$ cat src/rtl/mem_arbiter.sv
// mem_arbiter: two-requester (CPU MEM stage, DMA) arbiter in front of a
// synchronous-read data memory manager (1-cycle read latency).
//
// Ports
//   CLK            single clock, rising edge
//   RST            asynchronous active-low reset
//   cpu_req_i/we_i CPU access request / write enable
//   cpu_addr_i     CPU address, cpu_wdata_i CPU store data
//   cpu_rdata_o    CPU load data (valid the cycle after a CPU read grant)
//   cpu_stall_o    freeze for EX/MEM and MEM/WB while the CPU is not served
//   dma_req_i/we_i DMA access request / write enable
//   dma_addr_i     DMA address, dma_wdata_i DMA write data
//   dma_gnt_o      DMA owns the memory this cycle
//   dma_rvalid_o   DMA read data valid, dma_rdata_o DMA read data
//   mem_addr_o     memory address, mem_data_o memory write data
//   mem_wren_o     memory write enable, mem_data_i memory read data
//
// Configuration
//   MEM_ARB_STARVE_GUARD_EN  when defined, a 4-bit starve counter forces a DMA
//                            slot after STARVE_LIM contended CPU wins; when
//                            undefined the CPU always wins contention.
module mem_arbiter #(
  parameter int DATA_W     = 32,
  parameter int STARVE_LIM = 4
) (
  input  logic              CLK,
  input  logic              RST,
  input  logic              cpu_req_i,
  input  logic              cpu_we_i,
  input  logic [DATA_W-1:0] cpu_addr_i,
  input  logic [DATA_W-1:0] cpu_wdata_i,
  output logic [DATA_W-1:0] cpu_rdata_o,
  output logic              cpu_stall_o,
  input  logic              dma_req_i,
  input  logic              dma_we_i,
  input  logic [DATA_W-1:0] dma_addr_i,
  input  logic [DATA_W-1:0] dma_wdata_i,
  output logic              dma_gnt_o,
  output logic              dma_rvalid_o,
  output logic [DATA_W-1:0] dma_rdata_o,
  output logic [DATA_W-1:0] mem_addr_o,
  output logic [DATA_W-1:0] mem_data_o,
  output logic              mem_wren_o,
  input  logic [DATA_W-1:0] mem_data_i
);

  typedef enum logic [1:0] {OWN_NONE, OWN_CPU, OWN_DMA} owner_t;
  typedef enum logic [1:0] {S_IDLE, S_CPU_RD, S_DMA_RD} state_t;

  owner_t w_owner;
  state_t r_state, w_state_nxt;
  logic   w_force_dma;

  if (STARVE_LIM < 1 || STARVE_LIM > 15) begin : g_bad_lim
    $error("mem_arbiter: STARVE_LIM must be in 1..15");
  end

`ifdef MEM_ARB_STARVE_GUARD_EN
  logic [3:0] r_starve;

  // The counter stops at STARVE_LIM because reaching it hands the next
  // contended cycle to the DMA, which clears it.
  assign w_force_dma = (r_starve == 4'(STARVE_LIM));

  always_ff @(posedge CLK or negedge RST) begin
    if (!RST) r_starve <= 4'd0;
    else      r_starve <= (cpu_req_i && dma_req_i && w_owner == OWN_CPU) ? r_starve + 4'd1 : 4'd0;
  end
`else
  assign w_force_dma = 1'b0;
`endif

  // The CPU wins contention unless the DMA is owed a forced slot.
  always_comb begin
    w_owner = OWN_NONE;
    if (cpu_req_i && !(dma_req_i && w_force_dma)) w_owner = OWN_CPU;
    else if (dma_req_i)                           w_owner = OWN_DMA;
  end

  assign mem_addr_o  = (w_owner == OWN_CPU) ? cpu_addr_i  : (w_owner == OWN_DMA) ? dma_addr_i  : '0;
  assign mem_data_o  = (w_owner == OWN_CPU) ? cpu_wdata_i : (w_owner == OWN_DMA) ? dma_wdata_i : '0;
  assign mem_wren_o  = (w_owner == OWN_CPU) ? cpu_we_i    : (w_owner == OWN_DMA) ? dma_we_i    : 1'b0;
  assign cpu_stall_o = cpu_req_i && (w_owner != OWN_CPU);
  assign dma_gnt_o   = (w_owner == OWN_DMA);

  // Remembers who issued last cycle's read so the returning data is steered.
  always_ff @(posedge CLK or negedge RST) begin
    if (!RST) r_state <= S_IDLE;
    else      r_state <= w_state_nxt;
  end

  always_comb begin
    w_state_nxt = S_IDLE;
    if (w_owner == OWN_CPU && !cpu_we_i)      w_state_nxt = S_CPU_RD;
    else if (w_owner == OWN_DMA && !dma_we_i) w_state_nxt = S_DMA_RD;
  end

  assign dma_rvalid_o = (r_state == S_DMA_RD);
  assign dma_rdata_o  = (r_state == S_DMA_RD) ? mem_data_i : '0;
  assign cpu_rdata_o  = (r_state == S_CPU_RD) ? mem_data_i : '0;

endmodule

$ cat config.mk
export PLATFORM = sky130hd
export DESIGN_NAME = mem_arbiter
export DESIGN_NICKNAME = d
export VERILOG_FILES = /design/src/rtl/mem_arbiter.sv
export SDC_FILE = /design/constraint.sdc
export NUM_CORES = 1
export LEC_CHECK = 0
export CAP_MARGIN = 10
export CORE_AREA = 2 2 115 117
export DETAILED_ROUTE_END_ITERATION = 10
export DIE_AREA = 0 0 117 119
export DONT_BUFFER_PORTS = 1
export GPL_TIMING_DRIVEN = 0
export HOLD_SLACK_MARGIN = 0.15
export REMOVE_ABC_BUFFERS = 1
export SYNTH_ARGS = -nofsm -noshare
export SYNTH_HDL_FRONTEND = slang
export SYNTH_SLANG_ARGS = --single-unit
$ cat constraint.sdc
create_clock -name CLK -period 1.39 [get_ports CLK]
set_input_delay 0.278 -clock CLK [delete_from_list [all_inputs] [get_ports CLK]]
set_output_delay 0.278 -clock CLK [all_outputs]
set_load 0.005 [all_outputs]
Word-level counts from Yosys, hierarchy flattened
Index checks and enable logic that the tools add are counted.

storage, ports and cells
  register bits = 2
  input bits = 166
  output and inout bits = 132
  word-level logic and storage cells = 23

cells by class
  equal/unequal tests = 5
  mux-type cells = 12
  reductions and logical operators = 5

operators with widths
  kind                                                   number
  2-to-1 mux 32 bit                                      6
  2-to-1 mux 2 bit                                       4
  equality test 2 x 1 -> 1 bit, second input constant    2
  equality test 2 bit, second input constant             2
  logical AND 1 bit                                      3
  zero test 1 bit                                        2
  2-to-1 mux 1 bit                                       2
  inequality test 2 x 1 -> 1 bit, second input constant  1

Depth between registers and ports, before layout
Gate-level depths: netlist of run 1.

  word-level depth = 6
  depth in mapped cells = 4
  depth with buffers taken out = 2

Worst setup path before layout of run 1
Ideal clock, no wire load.

  path type = register to output
  start point = register r_state[0]
  end point = output port dma_rdata_o[22]
  data arrival time = 0.881 ns
  required time = 1.112 ns
  path slack = 0.231 ns
  stages on the path, launching flop included = 4
  cell sequence = dfrtp_1 and2b_1 buf_2 and2_1

between the ends
  cells in the longest elaborated chain, start to end = 2

RTL lines
  what                      line  text
  start: declaration        51    state_t r_state, w_state_nxt;
  start signal: assignment  89    else r_state <= w_state_nxt;
  equality test 2 bit       n/a
  via dma_rvalid_o          39    output logic dma_rvalid_o,
  2-to-1 mux 32 bit         99    assign dma_rdata_o = (r_state == S_DMA_RD) ? mem_data_i : '0;
  end: declaration          40    output logic [DATA_W-1:0] dma_rdata_o,

The timed path passes the listed nets, and every way through them passes these cells.

Worst setup path in the final report of run 1
  start point = register r_state[1]
  end point = output port dma_rdata_o[22]

between the ends
  cells in the longest elaborated chain, start to end = 2

RTL lines
  what                 line
  equality test 2 bit  99
  2-to-1 mux 32 bit    99

No other way between the ends.

==> results.sh, run 1 <==
export IMPL_status="complete, but fails checks"
export IMPL_violations="setup timing"
export IMPL_drt_first_pass_iters=4
export IMPL_grt_pass1_wl_mm=10.3
export IMPL_crit_end="dma_rdata_o[22]"
export IMPL_fillers=1467
export IMPL_wl_per_cell_um=27.5
export IMPL_antenna_found_initial=2
export IMPL_synth_top_cell_area_share_pct=47.7
export IMPL_end_kind="primary output"
export IMPL_postSynthCellCount=158
export IMPL_cts_root_buf="clkbuf_16"
export IMPL_synth_top_cells_by_count="a22o_1 (65), and2_1 (64), buf_2 (14)"
export IMPL_syn_area_per_cell_sq_um=7.55
export IMPL_area_growth_pct=39.9
export IMPL_cp_num_buf_inv=0
export IMPL_grt_pass1_vias=1339
export IMPL_synth_edf_count=0
export IMPL_synthFlopType="dfrtp_1"
export IMPL_wl_mm=9.08
export IMPL_synth_warnings=0
export IMPL_ant_nets=0
export IMPL_min_path_type="in -> reg"
export IMPL_period_share_pct=107
export IMPL_crit_slowest_cell="dfrtp_2"
export IMPL_start_util_pct=9.26
export IMPL_drc=0
export IMPL_syn_area_sq_um=1190
export IMPL_clock_fmax_mhz=672
export IMPL_io_pins=298
export IMPL_min_period_ps=1490
export IMPL_setup_slack_ps=-97.6
export IMPL_place_ws_ps=-688
export IMPL_setup_violations=64
export IMPL_setup_tns_ps=-4240
export IMPL_first_iter_violations=34
export IMPL_post_dp_hpwl_mm=7.48
export IMPL_num_vias=1484
export IMPL_seq_area_sq_um=52.6
export IMPL_startpoint="r_state[1]"
export IMPL_clock_sinks=2
export IMPL_drv_cap=0
export IMPL_largest_reg_flops=2
export IMPL_clk_pin_slew_ps=30
export IMPL_die_w_um=117
export IMPL_peakVddDrop_mv=0.301
export IMPL_synth_seq_cells=2
export IMPL_numCtsBuffers=3
export IMPL_worstPathMaxFanout=8
export IMPL_regMostFlops="r_state"
export IMPL_final_hold_viol_count=0
export IMPL_coreArea_sq_um=12900
export IMPL_power_static_leakage_nw=0.661
export IMPL_async_flop_share_pct=100
export IMPL_yosysUniqueCellTypes=11
export IMPL_gr_total_overflow=0
export IMPL_ctsHtreeMaxLevel=1
export IMPL_p_per_area_nw_per_um2=554
export IMPL_placementRows=42
export IMPL_synth_area_leaders="a22o_1 (48%), and2_1 (34%), buf_2 (5.9%)"
export IMPL_die_h_um=119
export IMPL_grt_use_total_pct=11.0
export IMPL_hold_slack_ps=222
export IMPL_critPathMaxStageDelay_ps=500
export IMPL_ys_seq_area_share_pct=4.20
export IMPL_rsz0062_at_grt="true"
export IMPL_reg_top3="r_state: 2 flops"
export IMPL_fin_area_sq_um=1670
export IMPL_crit_cells=2
export IMPL_synth_most_common_cell="a22o_1"
export IMPL_crit_type="reg -> out"
export IMPL_via_per_inst=4.50
export IMPL_ctsLongestPathBuffers=2
export IMPL_drive_above_1_share_pct=42.5
export IMPL_routabilityCongestion=0.763
export IMPL_slew_violations=0
export IMPL_multi_input_area_sq_um=1220
export IMPL_dieArea_sq_um=13900
export IMPL_placed_cell_area_sq_um=1310
export IMPL_path_cells="and2b_2 -> and2_1"
export IMPL_grt_max_degree=69
export IMPL_synth_area_leader_cell="a22o_1"
export IMPL_io_buffer_count=0
export IMPL_arrival_ps=1210
export IMPL_worstPathRequired_ps=1110
export IMPL_cp_start_kind="register"
export IMPL_cp_top_family="flip-flops"
export IMPL_fin_nets=321
export IMPL_cts_tree="yes"
## cell families (layout without fill, tap and decap cells)
logic type             Yosys count  after routing  synth area share (%)
other                            1              2                 0.314
AND/OR/NAND/NOR                 69             76                  36.5
buffers and inverters           21              9                  11.2
flip-flops                       2              2                  4.20
AO/OA/AOI/OAI                   65             65                  47.7
## cell usage in the layout, fill, tap and decap left out, drive strengths merged
cell | synthesis | layout
a22o | 65 | 65
and2 | 64 | 64
nor2b | 4 | 7
and2b | 1 | 5
clkbuf | 1 | 3
dlygate4sd3 | 0 | 3
buf | 20 | 3
dfrtp | 2 | 2
diode | 0 | 1
conb | 1 | 1
## repair_timing
action,CTS,global route
buffers inserted,2,0
setup endpoints to repair,131,69
pin swaps,15,12
hold buffers,3,0
cloned,5,2
gates resized for setup,31,31
endpoints found under the hold margin,4,0
## metal layers
| metal | vias to the layer above | global-route usage (%) | part of all wire [%] |
|---|---|---|---|
| li1 | 583 | - | - |
| met1 | 698 | 11.6 | 35 |
| met2 | 187 | 20.7 | 50 |
| met3 | 12 | 4.83 | 13 |
| met4 | 4 | 1.18 | 1.6 |
| met5 | - | 0 | 0.29 |
## how the worst min path moves through the flow
| stage | slack, ps | end | depth (start not counted) | start |
|---|---|---|---|---|
| 3_5_place_dp | -20 | r_state[0] | 0 | RST |
| 2_1_floorplan | -20 | r_state[0] | 0 | RST |
| 4_1_cts | 220 | r_state[0] | 1 | cpu_req_i |
| 3_3_place_gp | -20 | r_state[0] | 0 | RST |
| 6_report | 220 | r_state[0] | 1 | cpu_req_i |
| 5_1_grt | 210 | r_state[0] | 1 | cpu_req_i |
## cell type report
cell class	instances	share of cell area, %
well taps	176	13.2
clock buffers	3	4.50
diodes	1	0.150
flip-flops and latches	2	3.15
multi-input cells	142	73.1
repair buffers	6	5.85
## power breakdown
group	total (mW)	switching, mW	leakage, nW	internal (mW)
registers	0.0707	0.00889	0.0235	0.0618
logic	0.428	0.212	0.601	0.216
clock network	0.425	0.0591	0.0370	0.365
## metrics by stage
stage                     power (mW)  std cells  utilization (%)
after global placement         0.404        313             9.93
after global routing           0.972        329             12.9
after floorplan                0.313        137                -
final                          0.923        330             13.0
after CTS                      0.905        327             12.2
after detailed placement       0.417        314             10.2
No activity file was read; power rests on OpenSTA's default activity.
==> run 2, diff against run 1 <==
Settings changed: CAP_MARGIN 10 to default.
==> results of run 2 <==
Same layout as run 1: the final DEF is identical, and so are final timing and power.
==> run 3, diff against run 2 <==
Clock period 1.39 ns to 1.5 ns, I/O delays scaled along.
==> run 3 against run 2 <==
The run still ends with setup timing left. Die area unchanged. Sequential power shrank 6.5%. Hold slack better by 20 ps. Sequential share of layout area rose by 0.16 points. Flip-flop and latch count unchanged. Combinational power decreased by 12%. Highest routed layer unchanged.
==> results.sh, run 3 (synthesis results as in run 1) <==
export IMPL_clk_pin_slew_ps=30
export IMPL_grt_use_total_pct=10.2
export IMPL_grt_max_degree=69
export IMPL_setup_slack_ps=-59.4
export IMPL_grt_pass1_wl_mm=9.56
export IMPL_clock_sinks=2
export IMPL_via_per_inst=4.54
export IMPL_start_util_pct=9.26
export IMPL_gr_total_overflow=0
export IMPL_crit_slowest_cell="dfrtp_2"
export IMPL_fin_cells=328
export IMPL_drt_first_pass_iters=4
export IMPL_coreArea_sq_um=12900
export IMPL_final_common_cell="a22o_1"
export IMPL_path_cells="and2b_2 -> and2_1"
export IMPL_setup_violations=43
export IMPL_routabilityCongestion=0.763
export IMPL_cts_root_buf="clkbuf_16"
export IMPL_grtUsageMet1_pct=11.4
export IMPL_wl_mm=9.06
export IMPL_period_share_pct=104
export IMPL_utilization_pct=12.3
export IMPL_post_dp_hpwl_mm=7.48
export IMPL_max_slew_margin_rel_pct=56.0
export IMPL_regMostFlops="r_state"
export IMPL_die_h_um=119
export IMPL_min_path_type="in -> reg"
export IMPL_largest_reg_flops=2
export IMPL_grt_pass1_vias=1231
export IMPL_crit_type="reg -> out"
export IMPL_ctsHtreeMaxLevel=1
export IMPL_drc=0
export IMPL_io_buffer_count=0
export IMPL_numCtsBuffers=3
export IMPL_peakVddDrop_mv=0.277
export IMPL_rsz0062_at_grt="true"
export IMPL_clock_fmax_mhz=641
export IMPL_cts_tree="yes"
export IMPL_wl_per_cell_um=27.6
export IMPL_io_pins=298
export IMPL_min_period_ps=1560
export IMPL_antenna_found_initial=2
export IMPL_ctsLongestPathBuffers=2
export IMPL_placementRows=42
export IMPL_placed_cells=314
export IMPL_setup_tns_ps=-1300
export IMPL_cp_start_kind="register"
export IMPL_slew_violations=0
export IMPL_violations="setup timing"
export IMPL_status="complete, but fails checks"
export IMPL_p_per_area_nw_per_um2=526
export IMPL_hold_slack_ps=241
export IMPL_grtUsageMet3_pct=4.83
export IMPL_num_vias=1489
export IMPL_layout_common_cells="a22o_1 (65), and2_1 (39), and2_4 (25)"
export IMPL_busiest_layer="met2"
export IMPL_die_w_um=117
export IMPL_final_hold_viol_count=0
export IMPL_ant_nets=0
export IMPL_drive_above_1_share_pct=27.6
export IMPL_drv_cap=0
export IMPL_use_met2_pct=18.1
export IMPL_fin_nets=320
export IMPL_worstPathRequired_ps=1200
export IMPL_arrival_ps=1260
export IMPL_worst_pin_slew_ps=657
export IMPL_antenna_cells=0
export IMPL_first_iter_violations=27
export IMPL_worstPathMaxFanout=8
export IMPL_critPathMaxStageDelay_ps=540
export IMPL_power_static_leakage_nw=0.617
export IMPL_dieArea_sq_um=13900
export IMPL_end_kind="primary output"
export IMPL_area_growth_pct=33.3
export IMPL_reg_top3="r_state: 2 flops"
run 3: cell count changes in the layout (fill, tap and decap cells not counted):
cell,delta
nor2b_2,+1
and2b_4,-1
and2_1,+22
buf_12,-1
diode_2,-1
and2_4,-22
run 3: final cells by class:
| cell class | count | area [sq um] |
|---|---|---|
| sequential | 2 | 52.6 |
| multi-input combinational | 142 | 1160 |
| tap | 176 | 220 |
| fill | 1487 | 11300 |
| timing repair buffer | 5 | 77.6 |
| clock buffer | 3 | 75.1 |
run 3: power breakdown:
part	internal [mW]	switching (mW)
clock	0.339	0.0548
combinational	0.182	0.194
sequential	0.0572	0.00890
total	0.578	0.258
run 3: critical path, delay by kind of cell (launching register included):
family	cells	cell delay, ps
simple gates	2	500
flops	1	540
run 3: layer usage:
layer,part of all wire (%),vias up
li1,-,582
met4,0.84,4
met5,0.29,-
met1,35,709
met2,51,186
met3,13,8
run 3: metrics by stage:
step	power [mW]	worst slack [ps]	area [sq um]
floorplan	0.290	-715	1060
global placement	0.374	-1260	1280
detailed placement	0.386	-600	1310
CTS	0.804	-127	1450
global route	0.879	-78.8	1590
finish	0.836	-59.4	1590
run 3: timing repair:
action / 4_1_cts / 5_1_grt
setup buffers: 1 / 0
hold endpoints to repair: 4 / 0
gates resized for setup: 3 / 35
hold buffers: 3 / 0
setup endpoints to repair: 119 / 64
pin swaps: 0 / 8
gates cloned: 1 / 6
run 3: path summary, 6_finish.rpt:
| kind | startpoint | to | slack, ps | cells after the start |
|---|---|---|---|---|
| worst max-delay path | r_state[1] | dma_rdata_o[20] | -60 | 2 |
| max in group asynchronous | RST | r_state[0] | 1050 | 1 |
| min in group asynchronous | RST | r_state[1] | 320 | 1 |
| worst min-delay path | cpu_req_i | r_state[0] | 240 | 1 |
